--- src/rtl/truth_table_scanner_if.sv ---
// Stimulus/capture bundle between a truth-table scanner and its test harness.
// The slave side is the scanner; the master side supplies the FUT output and the reference mask.
interface truth_table_scanner_if #(
    parameter int N_IN = 4
);
    localparam int M = 1 << N_IN;

    logic              start;
    logic              f_in;
    logic [M-1:0]      expected;
    logic [N_IN-1:0]   drive;
    logic              busy;
    logic              done;
    logic [M-1:0]      tt;
    logic [N_IN:0]     ones;
    logic              match;

    modport master (
        output start,
        output f_in,
        output expected,
        input  drive,
        input  busy,
        input  done,
        input  tt,
        input  ones,
        input  match
    );

    modport slave (
        input  start,
        input  f_in,
        input  expected,
        output drive,
        output busy,
        output done,
        output tt,
        output ones,
        output match
    );
endinterface

--- src/rtl/truth_table_scanner.sv ---
// Walks all minterms of an N_IN-input function under test, captures its truth table
// after a programmable settle time, counts the ones and compares against a reference mask.
module truth_table_scanner #(
    parameter int N_IN   = 4,
    parameter int SETTLE = 1
) (
    input  logic                  clk,
    input  logic                  rst,
    truth_table_scanner_if.slave  bus
);
    localparam int M = 1 << N_IN;
    localparam logic [7:0]      SETTLE_LAST = 8'(SETTLE - 1);
    localparam logic [N_IN-1:0] IDX_LAST    = {N_IN{1'b1}};

    typedef enum logic [1:0] {
        ST_IDLE,
        ST_WAIT,
        ST_SAMPLE,
        ST_DONE
    } state_t;

    state_t            state_reg, state_next;
    logic [N_IN-1:0]   idx_reg, idx_next;
    logic [7:0]        wait_cnt_reg, wait_cnt_next;
    logic [M-1:0]      tt_reg, tt_next;
    logic [N_IN:0]     ones_reg, ones_next;
    logic              match_reg, match_next;
    logic [N_IN-1:0]   drive_reg, drive_next;
    logic              busy_reg, busy_next;
    logic              done_reg, done_next;

    logic [M-1:0]      idx_onehot;
    logic [M-1:0]      tt_sampled;

    // Mask as it will look once the current minterm is written in; the final
    // match must see the last sample, not the stale mask.
    assign idx_onehot = {{(M-1){1'b0}}, 1'b1} << idx_reg;

    for (genvar gi = 0; gi < M; gi++) begin : g_capture
        assign tt_sampled[gi] = idx_onehot[gi] ? bus.f_in : tt_reg[gi];
    end

    always_comb begin
        state_next    = state_reg;
        idx_next      = idx_reg;
        wait_cnt_next = wait_cnt_reg;
        tt_next       = tt_reg;
        ones_next     = ones_reg;
        match_next    = match_reg;

        case (state_reg)
            ST_IDLE: begin
                if (bus.start) begin
                    state_next    = ST_WAIT;
                    idx_next      = '0;
                    wait_cnt_next = '0;
                    tt_next       = '0;
                    ones_next     = '0;
                    match_next    = 1'b0;
                end
            end
            ST_WAIT: begin
                wait_cnt_next = wait_cnt_reg + 8'd1;
                if (wait_cnt_reg == SETTLE_LAST) begin
                    state_next = ST_SAMPLE;
                end
            end
            ST_SAMPLE: begin
                tt_next   = tt_sampled;
                ones_next = ones_reg + {{N_IN{1'b0}}, bus.f_in};
                if (idx_reg == IDX_LAST) begin
                    match_next = (tt_sampled == bus.expected);
                    state_next = ST_DONE;
                end else begin
                    idx_next      = idx_reg + N_IN'(1);
                    wait_cnt_next = '0;
                    state_next    = ST_WAIT;
                end
            end
            ST_DONE: begin
                state_next = ST_IDLE;
            end
            default: begin
                state_next = ST_IDLE;
            end
        endcase
    end

    // Outputs are registered from the next state so the FUT sees a glitch-free drive vector.
    always_comb begin
        drive_next = '0;
        busy_next  = 1'b0;
        done_next  = 1'b0;
        if (state_next != ST_IDLE) begin
            drive_next = idx_next;
            busy_next  = 1'b1;
        end
        if (state_next == ST_DONE) begin
            done_next = 1'b1;
        end
    end

    always_ff @(posedge clk) begin
        if (rst) begin
            state_reg    <= ST_IDLE;
            idx_reg      <= '0;
            wait_cnt_reg <= '0;
            tt_reg       <= '0;
            ones_reg     <= '0;
            match_reg    <= 1'b0;
            drive_reg    <= '0;
            busy_reg     <= 1'b0;
            done_reg     <= 1'b0;
        end else begin
            state_reg    <= state_next;
            idx_reg      <= idx_next;
            wait_cnt_reg <= wait_cnt_next;
            tt_reg       <= tt_next;
            ones_reg     <= ones_next;
            match_reg    <= match_next;
            drive_reg    <= drive_next;
            busy_reg     <= busy_next;
            done_reg     <= done_next;
        end
    end

    assign bus.drive = drive_reg;
    assign bus.busy  = busy_reg;
    assign bus.done  = done_reg;
    assign bus.tt    = tt_reg;
    assign bus.ones  = ones_reg;
    assign bus.match = match_reg;
endmodule

--- src/flat_wrapper.sv ---
// flat-port wrapper written by rule: the top's interface ports become plain ports
module truth_table_scanner_flat 
#(
    parameter int N_IN   = 4,
    parameter int SETTLE = 1
)
  (clk, rst, bus_start, bus_f_in, bus_expected, bus_drive, bus_busy, bus_done, bus_tt, bus_ones, bus_match);
  truth_table_scanner_if #(.N_IN(N_IN)) bus_i ();
  input  logic clk;
  input  logic rst;
  input wire logic [$bits(bus_i.start)-1:0] bus_start;
  input wire logic [$bits(bus_i.f_in)-1:0] bus_f_in;
  input wire logic [$bits(bus_i.expected)-1:0] bus_expected;
  output wire logic [$bits(bus_i.drive)-1:0] bus_drive;
  output wire logic [$bits(bus_i.busy)-1:0] bus_busy;
  output wire logic [$bits(bus_i.done)-1:0] bus_done;
  output wire logic [$bits(bus_i.tt)-1:0] bus_tt;
  output wire logic [$bits(bus_i.ones)-1:0] bus_ones;
  output wire logic [$bits(bus_i.match)-1:0] bus_match;
  assign bus_i.start = bus_start;
  assign bus_i.f_in = bus_f_in;
  assign bus_i.expected = bus_expected;
  assign bus_drive = bus_i.drive;
  assign bus_busy = bus_i.busy;
  assign bus_done = bus_i.done;
  assign bus_tt = bus_i.tt;
  assign bus_ones = bus_i.ones;
  assign bus_match = bus_i.match;
  truth_table_scanner #(.N_IN(N_IN), .SETTLE(SETTLE)) u_core (.clk(clk), .rst(rst), .bus(bus_i));
endmodule
--- config.mk ---
export PLATFORM = sky130hd
export DESIGN_NAME = truth_table_scanner_flat
export DESIGN_NICKNAME = d
export VERILOG_FILES = /design/src/rtl/truth_table_scanner_if.sv /design/src/rtl/truth_table_scanner.sv /design/src/flat_wrapper.sv
export SDC_FILE = /design/constraint.sdc
export NUM_CORES = 1
export LEC_CHECK = 0
export BUFFER_PORTS_ARGS = -buffer_cell sky130_fd_sc_hd__buf_2
export CORE_UTILIZATION = 46
export CTS_CLUSTER_SIZE = 8
export DETAILED_ROUTE_END_ITERATION = 10
export GPL_TIMING_DRIVEN = 0
export PLACE_DENSITY = 0.69
export SLEW_MARGIN = 20
export SYNTH_ARGS = -nofsm -noshare
export SYNTH_HDL_FRONTEND = slang
export SYNTH_SLANG_ARGS = --single-unit
--- constraint.sdc ---
create_clock -name clk -period 3.5 [get_ports clk]
set_input_delay 0.175 -clock clk [delete_from_list [all_inputs] [get_ports clk]]
set_output_delay 0.175 -clock clk [all_outputs]
set_load 0.03 [all_outputs]
==> summary.md <==
| Metric | Value |
|---|---|
| Outcome | `completed` |
| H-tree depth | `2` |
| Pwr/cell area | `317.3 nW/um^2` |
| Cells after Synth | `301` |
| Worst slew pin tran | `591.1 ps` |
| CP startpoint kind | `flop` |
| Synthesis-stage register bit count | `between 40 and 50` |
| Final-report hold violation count | `0` |
| Final net count | `385` |
| Non-Filler Instances | `425` |
| Post-DP Area | `about 2800 sq um` |
| Mapped Area | `2490 sq um` |
| Area contributors post-synth | `dfxtp_1 (34%), nor2_1 (6.5%), a22oi_1 (6.0%), ha_1 (5.0%), o21ai_0 (4.2%)` |
| Vias | `2380` |
| RD Place Congestion | `around 0.9` |
| Total GRT Usage | `0.2561` |
| Std-Cell Rows | `26` |
| Cts bufs inserted | `5` |
| Slew HR | `0.6059` |
| Commonest cells post-synth | `nor2_1 (43), dfxtp_1 (42), o21ai_0 (21), a22oi_1 (20), a21oi_1 (15)` |
| Crit-path max FO | `10` |
| Leakage | `approximately 1.2 nW` |
| Die Ht | `75.57 microns` |
| Postcts setup bufs | `0` |
| Reg clk slew, reported paths | `roughly 90 ps` |
| Core area | `5172 sq um` |
| EDFF count, synth | `0` |
| CTS tree | `yes` |
| Setup Skew | `10.55 ps` |
| Design Area, Final | `2892 sq um` |
| Crit share post-route | `0.7239` |
| Fmax achieved | `394.7 MHz` |
| Maximum vdd drop | `0.2143 mV` |
| Layout fillers | `514` |
| Sequential share of the synthesized area | `0.3377` |
| CTS Sinks | `42` |
| Starting Density | `0.4814` |
| First drt pass iteration count | `4` |
| Placed insts | `418` |
| First-pass GRT wire length | `10870 microns` |
| Final setup viols | `0` |
| Number of cells upsized or downsized after cts | `0` |
| Worst hold start | `rst` |
| RSZ-0062 raised after global routing | `false` |
| Root buf cell | `clkbuf_8` |
| Yosys warning total | `0` |
| Routed wire per std cell | `15.72 microns` |
| CTS max path bufs | `2` |
| Cells on Worst Hold Path | `2` |
| DR iter-0 viols | `191` |
| Max_cap viols | `0` |
| Reg2reg end | `u_core.bus.match$_SDFFE_PP0P_` |
| Final worst path period need | `around 2500 ps` |
| Critical Path AT | `approximately 2800 ps` |
| Max Slew Vio Count | `0` |
| Wire length after detailed routing | `6681 microns` |
| Die width | `roughly 76 microns` |
| Critical R2R Launch | `u_core.idx_reg[2]$_SDFF_PP0_` |
| Top FF cell, synth | `dfxtp_1` |
| Hold EP | `u_core.bus.done$_SDFF_PP0_` |
| Post-route DRC | `0` |
| Number of library cell types mapped by synthesis | `56` |
| Layout cell share with drive strength beyond 1 | `0.2141` |
| Syn nets | `roughly 330` |
| I/O pin total | `48` |
| IO buf count | `47` |
| Largest net degree at the start of global routing | `13` |
| Hpwl dp | `4910 microns` |
| ANT nets after route | `0` |
| Top cell type's share of synthesized area | `0.3377` |
| Syn avg cell area | `8.272 sq um` |
| CP required | `3730 ps` |
| Area growth syn-to-layout | `16.13%` |
| Critical path class | `reg2reg` |
| Setup TNS Final | `0 ps` |
| Largest register FFs | `16` |
| Yosys top cell by area | `dfxtp_1` |
| Die area | `between 5000 and 6000 sq um` |
| Overflow after GRT | `0` |
| Via density | `~5.6` |
| Hold buffers post-CTS | `0` |
| Initial antenna violation count | `0` |
| Hold Path Class | `in2reg` |
| Ys async rst share | `0` |
| Vias in the first global route | `2238` |
| Clk Latency, worst-skew pair | `300 ps` |
| N_diodes | `0` |
| R2R Setup Slk | `970 ps` |
| Top-count cell post-synth | `nor2_1` |
| CP Capture Type | `flop` |
| FF-to-FF path depth | `10` |
==> cells by family (layout without fill, tap and decap cells) <==
group / after synthesis / count (layout) / share of synthesized area
simple gates: 113 / 113 / 0.2502
compound gates: 80 / 80 / 0.2181
flops: 42 / 42 / 0.3377
buf+inv: 32 / 86 / 0.05478
xor+xnor: 15 / 15 / 0.05277
fa+ha+maj: 10 / 10 / 0.05025
mux: 9 / 9 / 0.03618
==> metal layers <==
metal	track usage	share of wire
met1	0.3393	0.47
met2	0.4256	0.46
met5	0	0
met3	0.04762	0.052
met4	0.07407	0.011
==> stage by stage <==
step	setup WS (ps)	hold slack, ps	util	total power [W]
after floorplan	1444	248.4	-	0.0005816
after global placement	1061	433.7	0.5438	0.0006245
after detailed placement	1049	446.0	0.5438	0.0006260
after CTS	1016	133.6	0.5590	0.0009208
after global routing	893.4	140.3	0.5590	0.0009602
final	966.4	142.1	0.5590	0.0009173
==> worst max-delay path by stage <==
| stage | startpoint | endpoint |
|---|---|---|
| global placement | u_core.idx_reg[2]$_SDFF_PP0_ | u_core.bus.match$_SDFFE_PP0P_ |
| global route | u_core.idx_reg[2]$_SDFF_PP0_ | u_core.bus.match$_SDFFE_PP0P_ |
| CTS | u_core.idx_reg[2]$_SDFF_PP0_ | u_core.bus.match$_SDFFE_PP0P_ |
| finish | u_core.idx_reg[2]$_SDFF_PP0_ | u_core.bus.match$_SDFFE_PP0P_ |
| detailed placement | u_core.idx_reg[2]$_SDFF_PP0_ | u_core.bus.match$_SDFFE_PP0P_ |
| floorplan | u_core.idx_reg[2]$_SDFF_PP0_ | u_core.bus.match$_SDFFE_PP0P_ |
==> area by class of cell <==
type,count,area [sq um],area share
clock inverters,2,10.01,0.003462
clock buffers,5,68.82,0.02380
inverters,13,48.80,0.01688
flip-flops and latches,42,840.8,0.2908
multi-input cells,227,1513,0.5232
repair buffers,47,235.2,0.08135
plain buffers,19,87.58,0.03029
well taps,70,87.58,0.03029
==> critical path: stages (launching register included) <==
cell and delay [ps]:
dfxtp_1 340, buf_2 220, buf_2 250, inv_1 70
ha_1 230, and2b_1 210, a211o_1 270, a31oi_1 180
nand4bb_1 120, nor4_1 380, a31o_1 210
==> power breakdown <==
group	switching (W)	internal, W	leakage [nW]	total, W
Sequential	0.00000385	0.000484	0.339	0.000487
Combinational	0.0000829	0.0000462	0.819	0.000129
Clock	0.000167	0.000134	0.0438	0.000301
==> cell usage in the layout, fill, tap and decap left out, drive strengths merged, types with 2 or more instances in the layout <==
| master | instances |
|---|---|
| a22oi | 20 |
| nor2b | 3 |
| buf | 52 |
| and3b | 3 |
| nor2 | 44 |
| a221oi | 2 |
| nand2b | 4 |
| dfxtp | 42 |
| xor2 | 8 |
| inv | 13 |
| a211o | 2 |
| o22ai | 2 |
| and2 | 5 |
| nor4 | 2 |
| o221ai | 2 |
| a21oi | 16 |
| a31oi | 3 |
| nor3 | 5 |
| nand4 | 3 |
| nand3 | 10 |
| clkinv | 2 |
| and3 | 5 |
| mux2i | 9 |
| o21ai | 21 |
| xnor2 | 7 |
| or2 | 2 |
| nor3b | 8 |
| a21o | 2 |
| and4b | 2 |
| clkbuf | 19 |
| ha | 10 |
| nand2 | 11 |
| a31o | 2 |
| and2b | 2 |
No activity file was read; power rests on OpenSTA's default activity.
